File: src/rtl/cei_mochila_pkg.sv
// Shared system constants and OBI bus types for the cei_mochila memory subsystem.
// The bank window constants here describe the RAM0/RAM1 slaves of the system crossbar.
package cei_mochila_pkg;

  localparam int unsigned SYSTEM_XBAR_NMASTER = 7;

  localparam logic [31:0] RAM0_START_ADDRESS = 32'hF010_0000;
  localparam logic [31:0] RAM1_START_ADDRESS = 32'hF010_8000;
  localparam logic [31:0] RAM_BANK_SIZE      = 32'h0000_8000;

  // Read data handed back on a bus error so a stray access is easy to spot in a dump.
  localparam logic [31:0] ERR_RDATA = 32'hBADA_CCE5;

  typedef struct packed {
    logic        req;
    logic        we;
    logic [3:0]  be;
    logic [31:0] addr;
    logic [31:0] wdata;
  } obi_req_t;

  typedef struct packed {
    logic        gnt;
    logic        rvalid;
    logic        err;
    logic [31:0] rdata;
  } obi_resp_t;

  typedef enum logic [1:0] {
    RSP_READ  = 2'd0,
    RSP_WRITE = 2'd1,
    RSP_ERR   = 2'd2
  } rsp_kind_t;

endpackage

File: src/rtl/rr_arbiter.sv
// Combinational round-robin arbiter: the first requester at or after rr_ptr_i wins.
// Shared with the CPU-private crossbar, so it carries no state of its own.
module rr_arbiter #(
  parameter  int unsigned N  = 2,
  localparam int unsigned IW = (N > 1) ? $clog2(N) : 1
) (
  input  logic [N-1:0]  req_i,
  input  logic [IW-1:0] rr_ptr_i,
  output logic [N-1:0]  gnt_o,
  output logic [IW-1:0] winner_o
);

  logic [N-1:0]  req_rot;
  logic [IW-1:0] offset;
  logic [IW:0]   sum;
  logic          found;

  // Rotate the request vector so bit 0 is the master at rr_ptr_i, pick the
  // lowest set bit, then rotate the index back into absolute master numbering.
  always_comb begin
    req_rot = N'({req_i, req_i} >> rr_ptr_i);
    found   = 1'b0;
    offset  = '0;
    for (int k = N - 1; k >= 0; k--) begin
      if (req_rot[k]) begin
        found  = 1'b1;
        offset = IW'(k);
      end
    end
    sum = {1'b0, rr_ptr_i} + {1'b0, offset};
    if (sum >= (IW + 1)'(N)) begin
      sum = sum - (IW + 1)'(N);
    end
    winner_o = sum[IW-1:0];
    gnt_o    = found ? (N'(1) << winner_o) : '0;
  end

endmodule

File: src/rtl/ram_bank_arbiter.sv
// Shares one single-port SRAM bank between several OBI masters with round-robin,
// zero-cycle grants, a one-cycle response path and a saturating contention counter.
module ram_bank_arbiter
  import cei_mochila_pkg::*;
#(
  parameter  int unsigned NUM_MASTERS = SYSTEM_XBAR_NMASTER,
  parameter  int unsigned DATA_WIDTH  = 32,
  parameter  logic [31:0] BANK_BASE   = RAM0_START_ADDRESS,
  parameter  logic [31:0] BANK_SIZE   = RAM_BANK_SIZE,
  parameter  logic [31:0] ERR_RDATA   = cei_mochila_pkg::ERR_RDATA,
  localparam int unsigned BE_WIDTH    = DATA_WIDTH / 8,
  localparam int unsigned MEM_AW      = $clog2(BANK_SIZE / 4)
) (
  input  logic                              clk_i,
  input  logic                              rst_i,
  input  logic [NUM_MASTERS-1:0]            master_req_i,
  input  logic [NUM_MASTERS-1:0]            master_we_i,
  input  logic [NUM_MASTERS*BE_WIDTH-1:0]   master_be_i,
  input  logic [NUM_MASTERS*32-1:0]         master_addr_i,
  input  logic [NUM_MASTERS*DATA_WIDTH-1:0] master_wdata_i,
  output logic [NUM_MASTERS-1:0]            master_gnt_o,
  output logic [NUM_MASTERS-1:0]            master_rvalid_o,
  output logic [NUM_MASTERS-1:0]            master_err_o,
  output logic [NUM_MASTERS*DATA_WIDTH-1:0] master_rdata_o,
  output logic                              mem_req_o,
  output logic                              mem_we_o,
  output logic [BE_WIDTH-1:0]               mem_be_o,
  output logic [MEM_AW-1:0]                 mem_addr_o,
  output logic [DATA_WIDTH-1:0]             mem_wdata_o,
  input  logic [DATA_WIDTH-1:0]             mem_rdata_i,
  input  logic                              stat_clear_i,
  output logic [31:0]                       stall_cnt_o
);

  localparam int unsigned IDX_W = $clog2(NUM_MASTERS);
  localparam int unsigned OFF_W = MEM_AW + 2;

  obi_req_t               mreq [NUM_MASTERS];
  obi_req_t               win;
  logic [NUM_MASTERS-1:0] req_vec;
  logic [NUM_MASTERS-1:0] arb_gnt;
  logic [IDX_W-1:0]       winner;
  logic [IDX_W-1:0]       rr_ptr_q;
  logic                   any_gnt;
  logic                   in_range;
  logic [32:0]            addr_ext;
  logic [32:0]            bank_end;
  logic [31:0]            bank_offset;
  logic                   unused_offset_bits;

  logic                   rsp_valid_q;
  logic [IDX_W-1:0]       rsp_owner_q;
  rsp_kind_t              rsp_kind_q;
  logic [DATA_WIDTH-1:0]  rsp_rdata;
  logic                   rsp_err;

  logic [NUM_MASTERS-1:0] stalled;
  logic [IDX_W:0]         stall_inc;
  logic [32:0]            stall_sum;
  logic [31:0]            stall_cnt_q;

  always_comb begin
    for (int i = 0; i < NUM_MASTERS; i++) begin
      mreq[i].req   = master_req_i[i];
      mreq[i].we    = master_we_i[i];
      mreq[i].be    = master_be_i[i*BE_WIDTH +: BE_WIDTH];
      mreq[i].addr  = master_addr_i[i*32 +: 32];
      mreq[i].wdata = master_wdata_i[i*DATA_WIDTH +: DATA_WIDTH];
      req_vec[i]    = mreq[i].req;
    end
  end

  rr_arbiter #(
    .N (NUM_MASTERS)
  ) u_rr_arbiter (
    .req_i    (req_vec),
    .rr_ptr_i (rr_ptr_q),
    .gnt_o    (arb_gnt),
    .winner_o (winner)
  );

  // The window check is done in 33 bits so a bank ending at the top of the
  // address space cannot wrap and accept low addresses.
  always_comb begin
    win         = mreq[winner];
    any_gnt     = |arb_gnt;
    addr_ext    = {1'b0, win.addr};
    bank_end    = {1'b0, BANK_BASE} + {1'b0, BANK_SIZE};
    in_range    = (addr_ext >= {1'b0, BANK_BASE}) && (addr_ext < bank_end);
    bank_offset = win.addr - BANK_BASE;
  end

  assign unused_offset_bits = ^{bank_offset[31:OFF_W], bank_offset[1:0], win.req};

  // Grants and the SRAM strobe are held low while in reset so nothing leaks out
  // before the pointer and response register have been cleared.
  always_comb begin
    master_gnt_o = rst_i ? '0 : arb_gnt;
    mem_req_o    = 1'b0;
    mem_we_o     = 1'b0;
    mem_be_o     = '0;
    mem_addr_o   = '0;
    mem_wdata_o  = '0;
    if (!rst_i && any_gnt && in_range) begin
      mem_req_o   = 1'b1;
      mem_we_o    = win.we;
      mem_be_o    = win.be;
      mem_addr_o  = bank_offset[OFF_W-1:2];
      mem_wdata_o = win.wdata;
    end
  end

  always_ff @(posedge clk_i) begin
    if (rst_i) begin
      rr_ptr_q    <= '0;
      rsp_valid_q <= 1'b0;
      rsp_owner_q <= '0;
      rsp_kind_q  <= RSP_READ;
    end else begin
      rsp_valid_q <= any_gnt;
      if (any_gnt) begin
        rr_ptr_q    <= (winner == IDX_W'(NUM_MASTERS - 1)) ? '0 : winner + 1'b1;
        rsp_owner_q <= winner;
        if (!in_range) begin
          rsp_kind_q <= RSP_ERR;
        end else if (win.we) begin
          rsp_kind_q <= RSP_WRITE;
        end else begin
          rsp_kind_q <= RSP_READ;
        end
      end
    end
  end

  // SRAM read data is passed straight through in the response cycle rather than
  // being registered again, which keeps the read latency at one cycle.
  always_comb begin
    rsp_rdata = '0;
    rsp_err   = 1'b0;
    case (rsp_kind_q)
      RSP_READ: rsp_rdata = mem_rdata_i;
      RSP_ERR: begin
        rsp_rdata = ERR_RDATA;
        rsp_err   = 1'b1;
      end
      default: rsp_rdata = '0;
    endcase
  end

  always_comb begin
    master_rvalid_o = '0;
    master_err_o    = '0;
    master_rdata_o  = '0;
    for (int i = 0; i < NUM_MASTERS; i++) begin
      if (!rst_i && rsp_valid_q && (rsp_owner_q == IDX_W'(i))) begin
        master_rvalid_o[i]                           = 1'b1;
        master_err_o[i]                              = rsp_err;
        master_rdata_o[i*DATA_WIDTH +: DATA_WIDTH]   = rsp_rdata;
      end
    end
  end

  // Every master left waiting this cycle adds one to the counter.
  always_comb begin
    stalled   = master_req_i & ~arb_gnt;
    stall_inc = '0;
    for (int i = 0; i < NUM_MASTERS; i++) begin
      stall_inc = stall_inc + (IDX_W + 1)'(stalled[i]);
    end
    stall_sum = {1'b0, stall_cnt_q} + 33'(stall_inc);
  end

  always_ff @(posedge clk_i) begin
    if (rst_i || stat_clear_i) begin
      stall_cnt_q <= '0;
    end else if (stall_sum[32]) begin
      stall_cnt_q <= '1;
    end else begin
      stall_cnt_q <= stall_sum[31:0];
    end
  end

  assign stall_cnt_o = stall_cnt_q;

endmodule

File: config.mk
export PLATFORM = sky130hd
export DESIGN_NAME = ram_bank_arbiter
export DESIGN_NICKNAME = d
export VERILOG_FILES = /design/src/rtl/cei_mochila_pkg.sv /design/src/rtl/rr_arbiter.sv /design/src/rtl/ram_bank_arbiter.sv
export SDC_FILE = /design/constraint.sdc
export NUM_CORES = 1
export LEC_CHECK = 0
export CAP_MARGIN = 20
export CELL_PAD_IN_SITES_DETAIL_PLACEMENT = 1
export CELL_PAD_IN_SITES_GLOBAL_PLACEMENT = 1
export CORE_AREA = 4 4 330 332
export DETAILED_ROUTE_END_ITERATION = 10
export DIE_AREA = 0 0 334 336
export DONT_BUFFER_PORTS = 1
export GPL_ROUTABILITY_DRIVEN = 0
export MAX_ROUTING_LAYER = met4
export PLACE_DENSITY = 0.36
export SLEW_MARGIN = 5
export SYNTH_ARGS = -nofsm -noshare
export SYNTH_HDL_FRONTEND = slang
export SYNTH_SLANG_ARGS = --single-unit
File: constraint.sdc
create_clock -name clk_i -period 14.5 [get_ports clk_i]
set_input_delay 2.9 -clock clk_i [delete_from_list [all_inputs] [get_ports clk_i]]
set_output_delay 2.9 -clock clk_i [all_outputs]
set_load 0.1 [all_outputs]
# Word-level counts from Yosys, hierarchy flattened
# Index checks and enable logic that the tools add are counted.
# classes
mux,52
n_eq_ne,8
n_addsub,11
magnitude_cmp,4
bitwise_logic,3
shifts,2
n_reduce_logical,16
# op_table
cell,count
32-bit two-way mux,9
70-bit binary-select mux with 3-bit select,1
69-bit two-way mux,2
32-bit one-hot mux with 2 select lines,1
32-bit by 4-bit adder with 33-bit output,1
"32-bit greater-or-equal comparator, second input constant",1
"32-bit less-than comparator, second input constant",1
3-bit two-way mux,9
1-bit two-way mux,25
"15-bit by 1-bit subtractor with 15-bit output, second input constant",1
7-bit two-way mux,2
14-bit by 3-bit >> shifter with 7-bit output,1
13-bit two-way mux,1
4-bit by 1-bit adder with 4-bit output,3
"3-bit == test, second input constant",4
1-bit logical AND,11
7-bit AND,1
7-bit NOT,1
7-bit OR reduction,1
"1-bit by 3-bit << shifter with 7-bit output, first input constant",1
"3-bit by 2-bit == test with 1-bit output, second input constant",2
3-bit by 1-bit adder with 4-bit output,1
3-bit by 3-bit adder with 4-bit output,1
"4-bit by 3-bit greater-or-equal comparator with 1-bit output, second input constant",1
other kinds (14),14
# totals
reg_bits,41
input_bits,525
output_inout_bits,328

# Depth between registers and ports, before layout
# depth
ltp_word,23
mapped_depth,31

# By module
# From an unflattened synthesis, not the netlist that was laid out.
# unflattened
cells_unflattened,1077
hier_area_um2,7752.4
# modules_own_cells
module,seq_area_each_um2,cells_per_inst,area_each_um2,instances
ram_bank_arbiter,820.8,984,6989.2,1
rr_arbiter,0.0,93,763.2,1

# Worst setup path after synthesis
# Ideal clock, no wire load.
# synth_path
path_type,input to output
from,in master_req_i[1]
to,out mem_addr_o[12]
arrival_time_ps,8619
path_buffers,1
cell_stages,16
path_slack_ps,2981
required_time_ps,11600
path_cell_list,mux4_2 > a21oi_1 > nor2_1 > o21ai_0 > o21ai_0 > ha_1 > fa_1 > ha_1 > inv_1 > o211ai_2 > mux2_2 > a211oi_1 > a22oi_1 > or4_4 > buf_6 > a2111oi_2
# synth_between
elab_chain_len,19
elab_cells_between_ends,33
classes_between,add/sub (3); order compare (3); shift (2); mux (20); bitwise (1); reduce/logical (4)
# synth_lines
element,line_no,source
"start, declared",ram_bank_arbiter.sv:16,"input logic [NUM_MASTERS-1:0] master_req_i,"
14-bit by 3-bit >> shifter with 7-bit output (*),rr_arbiter.sv:21,"req_rot = N'({req_i, req_i} >> rr_ptr_i);"
3-bit two-way mux (7 in a row),rr_arbiter.sv:25,if (req_rot[k]) begin
3-bit by 3-bit adder with 4-bit output,rr_arbiter.sv:30,"sum = {1'b0, rr_ptr_i} + {1'b0, offset};"
4-bit by 3-bit greater-or-equal comparator with 1-bit output / 3-bit subtractor (equally long branches),"rr_arbiter.sv:31, rr_arbiter.sv:32",
3-bit two-way mux,rr_arbiter.sv:31,if (sum >= (IW + 1)'(N)) begin
3-bit NOT with 4-bit output (implied by the code),ram_bank_arbiter.sv:85,win = mreq[winner];
70-bit binary-select mux with 3-bit select,ram_bank_arbiter.sv:85,
69-bit two-way mux (implied by the code) (2 in a row),ram_bank_arbiter.sv:85,
32-bit greater-or-equal comparator / 32-bit less-than comparator (equally long branches),ram_bank_arbiter.sv:89,"in_range = (addr_ext >= {1'b0, BANK_BASE}) && (addr_ext < bank_end);"
1-bit logical AND,ram_bank_arbiter.sv:89,
1-bit logical AND,ram_bank_arbiter.sv:104,if (!rst_i && any_gnt && in_range) begin
13-bit two-way mux (*),ram_bank_arbiter.sv:104,
"end, declared",ram_bank_arbiter.sv:28,"output logic [MEM_AW-1:0] mem_addr_o,"
# Mark *: on every way between the ends. The rest lies on a longest branch, timed or not. The select of a mux whose other input is x is not followed.

# Worst setup path in the final report
# layout_path
from,in master_req_i[5]
to,out mem_wdata_o[9]
# layout_between
elab_chain_len,19
elab_cells_between_ends,32
classes_between,add/sub (2); order compare (3); shift (2); mux (20); bitwise (1); reduce/logical (4)
# layout_lines
element,line_no,source
14-bit by 3-bit >> shifter with 7-bit output (*),rr_arbiter.sv:21,
3-bit two-way mux (7 in a row),rr_arbiter.sv:25,
3-bit by 3-bit adder with 4-bit output,rr_arbiter.sv:30,
4-bit by 3-bit greater-or-equal comparator with 1-bit output / 3-bit subtractor (equally long branches),"rr_arbiter.sv:31, rr_arbiter.sv:32",
3-bit two-way mux,rr_arbiter.sv:31,
3-bit NOT with 4-bit output (implied by the code),ram_bank_arbiter.sv:85,
70-bit binary-select mux with 3-bit select,ram_bank_arbiter.sv:85,
69-bit two-way mux (implied by the code) (2 in a row),ram_bank_arbiter.sv:85,
32-bit greater-or-equal comparator / 32-bit less-than comparator (equally long branches),ram_bank_arbiter.sv:89,
1-bit logical AND,ram_bank_arbiter.sv:89,
1-bit logical AND,ram_bank_arbiter.sv:104,
32-bit two-way mux (*),ram_bank_arbiter.sv:104,
"end, declared",ram_bank_arbiter.sv:29,"output logic [DATA_WIDTH-1:0] mem_wdata_o,"
# Marked as above.

==> impl_metrics.json <==
{
  "ys_ff_latch": 41,
  "clock-root-buffer": "clkbuf_16",
  "dpl_cell_area_mm2": 0.0124,
  "hold_viol": 0,
  "die_x_um": 334,
  "cp.arrival_ns": 9.62,
  "grt_max_degree": 115,
  "setup_viol": 0,
  "total_leakage_power_nw": 3.70,
  "reg2reg_to": "stall_cnt_o[29]",
  "slew_headroom_pct": 4.26,
  "viasPerCell": 3.89,
  "dominantRegCellSynth": "dfxtp_1",
  "hpwlAfterDp_um": 59600,
  "tightest_slew_ns": 1.42,
  "dieHeight_um": 336,
  "period_minus_slack_ns": 12.52,
  "rows": 120,
  "cts_resized": 0,
  "clock_latency_ns": 0.29,
  "timing.fmax_mhz": 79.8,
  "fill_cells": 12800,
  "start_util_pct": 8.33,
  "utilization_pct": 11.9,
  "worstSetupEndpointType": "output pin",
  "drtIter0Drc": 724,
  "num_vias": 10800,
  "clkTransAtPathRegs_ns": 0.06,
  "synth_top_area_cell": "a2111oi_4",
  "multi_input_area_mm2": 0.00814,
  "power.density_mw_per_mm2": 348,
  "finalClockSkew_ns": 0.00526,
  "fin_cells": 2771,
  "final_cell_area_mm2": 0.0126,
  "seqPwrFrac_pct": 3.8,
  "period_share_pct": 86.4,
  "route.detailed.wl_per_inst_um": 25.3,
  "nets": 1891,
  "drv_slew": 0,
  "overflow": 0,
  "synth.avg_cell_area_um2": 6.45,
  "first_global_vias": 11000,
  "min_path_cells": 2,
  "syn_nets": 1915,
  "synthTopCellsByArea": "a2111oi_4 (15%), nor2_1 (14%), nand2_1 (12%), dfxtp_1 (9.3%), a21oi_1 (8.8%)",
  "postCtsSetupRepairBufs": 0,
  "critPathKind": "primary input to output pin",
  "async_reset_ff_share_pct": 0,
  "cts_tree": "yes",
  "io_buffers": 0,
  "syn_inst": 1373,
  "io_pins": 853,
  "synth-warning-count": 0,
  "worstPathMaxFanout": 25,
  "rsz0062_at_grt": "false",
  "hold_path_end": "rsp_owner_q[1]",
  "hold_class": "flip-flop to flip-flop",
  "switching_power_mw": 3.19,
  "cts_buffers": 5,
  "r2r-start": "rr_ptr_q[1]",
  "drive_gt1_share_pct": 32.0,
  "clock_path_buffers": 2,
  "min-delay-start": "rsp_owner_q[1]",
  "synth.most_common_cell": "nor2_1",
  "yosys.area.top_type_share_pct": 14.6,
  "rr_worst_depth": 30,
  "p_comb_share_pct": 93.3,
  "cts.sinks": 41,
  "synth_common_cells": "nor2_1 (324), nand2_1 (276), a21oi_1 (155), clkbuf_1 (85), a2111oi_4 (47)",
  "syn_area_mm2": 0.00885,
  "drcViolationCount": 0,
  "grt_usage_pct": 11.8,
  "internal_power_mw": 1.20,
  "fin_setup_tns_ns": 0,
  "r2r_slack_ns": 5.31,
  "outcome": "finished, final reports clean",
  "hold_buffers": 0,
  "area_growth_pct": 42.5,
  "final_antenna_net_count": 0,
  "startpoint_type": "primary input",
  "dp_cells": 2744,
  "synth_seq_area_share_pct": 9.27,
  "ff_latch_area_um2": 821,
  "ys_types": 71,
  "peakVddDrop_v": 0.000275,
  "antenna_found_initial": 20,
  "core_mm2": 0.106,
  "grt_pass1_wl_um": 91900,
  "drt_wl_total_um": 70000,
  "pwr-share-clk_pct": 2.9,
  "critPathRequiredTime_ns": 11.60,
  "maxCapViolations": 0,
  "die-area_mm2": 0.112,
  "htreeDepth": 2,
  "swShare_pct": 72.7,
  "firstDrtPassIters": 5,
  "synth-edff-count": 0
}
layout by cell type, fill, tap and decap left out, drive strengths merged, types with 5 or more instances in the layout:
cell type / instances
a2111oi: 51
a211oi: 9
a21o: 5
a21oi: 156
a221oi: 9
a22oi: 8
a31oi: 36
and2: 6
and3: 8
buf: 89
clkbuf: 5
dfxtp: 41
diode: 19
fa: 5
ha: 12
inv: 26
mux2: 6
mux2i: 19
mux4: 13
nand2: 276
nand2b: 5
nand3: 43
nand4: 8
nor2: 324
nor2b: 11
nor3: 19
nor4: 10
nor4b: 5
o21ai: 14
o21bai: 20
o22ai: 37
or3: 6
xnor2: 16
xor2: 12
registers in the layout, summed over array words and instances, names as in the netlist:
register and count:
rr_ptr_q 3, rsp_kind_q 2, rsp_owner_q 3, rsp_valid_q 1, stall_cnt_o 32
area by class of cell:
cell class | instances | share of cell area, %
clock inverters | 2 | 0.278
flip-flops and latches | 41 | 6.51
clock buffers | 5 | 0.992
inverters | 27 | 0.803
diodes | 19 | 0.377
well taps | 1403 | 13.9
multi-input cells | 1185 | 64.5
repair buffers | 89 | 12.6
critical path, stage by stage:
cell	delay, ns
mux4_2	0.50
a21oi_1	0.17
nor2_1	0.05
o21ai_0	0.16
o21ai_0	0.19
ha_1	0.29
fa_1	0.49
buf_4	0.31
ha_1	0.42
inv_1	0.13
o211ai_2	0.69
mux2i_4	0.72
a2bb2oi_1	0.38
a22oi_1	0.20
or4_4	0.87
buf_4	0.45
a2111oi_4	0.41
buf_16	0.23
per-layer routing:
layer  GRT usage, %  vias up  part of all wire [%]
met3           3.18       40                   7.9
met1           14.6     5430                    42
li1               -     4799                     -
met4           2.27        0                   1.9
met2           19.3      516                    48
met5              -        -                     0
power by group through the flow:
stage	Sequential, mW	Clock [mW]	Combinational [mW]
global route	0.169	0.136	4.47
global placement	0.169	0	4.15
detailed placement	0.169	0	4.22
CTS	0.167	0.132	4.23
finish	0.166	0.128	4.09
floorplan	0.156	0	2.80
logic make-up (layout without fill, tap and decap cells):
group,after synthesis,count (layout),share of synthesized area (%)
and+or+nand+nor,735,735,34.5
AOI/OAI and AO/OA,367,367,36.9
buffers and inverters,147,123,7.15
DFF,41,41,9.27
muxes,38,38,6.26
xor gates and xnor gates,28,28,3.07
adders and majority gates,17,17,2.83
other,0,19,0
stage by stage:
stage          setup slack, ns  hold WS [ns]  total power [mW]
2_1_floorplan             2.98         0.468              2.96
3_3_place_gp              1.84         0.505              4.31
3_5_place_dp              1.82         0.484              4.39
4_1_cts                   1.81         0.497              4.53
5_1_grt                   1.52         0.537              4.78
6_report                  1.98         0.493              4.38
worst max-delay path by stage:
| stage | end | start | cells past startpoint | slack (ns) |
|---|---|---|---|---|
| finish | mem_wdata_o[9] | master_req_i[5] | 18 | 1.98 |
| global route | mem_wdata_o[9] | master_req_i[5] | 20 | 1.52 |
| detailed placement | mem_wdata_o[9] | master_req_i[5] | 20 | 1.82 |
| CTS | mem_wdata_o[9] | master_req_i[5] | 20 | 1.81 |
| global placement | mem_wdata_o[9] | master_req_i[1] | 20 | 1.84 |
| floorplan | mem_addr_o[12] | master_req_i[1] | 16 | 2.98 |
No activity file was read; power rests on OpenSTA's default activity.
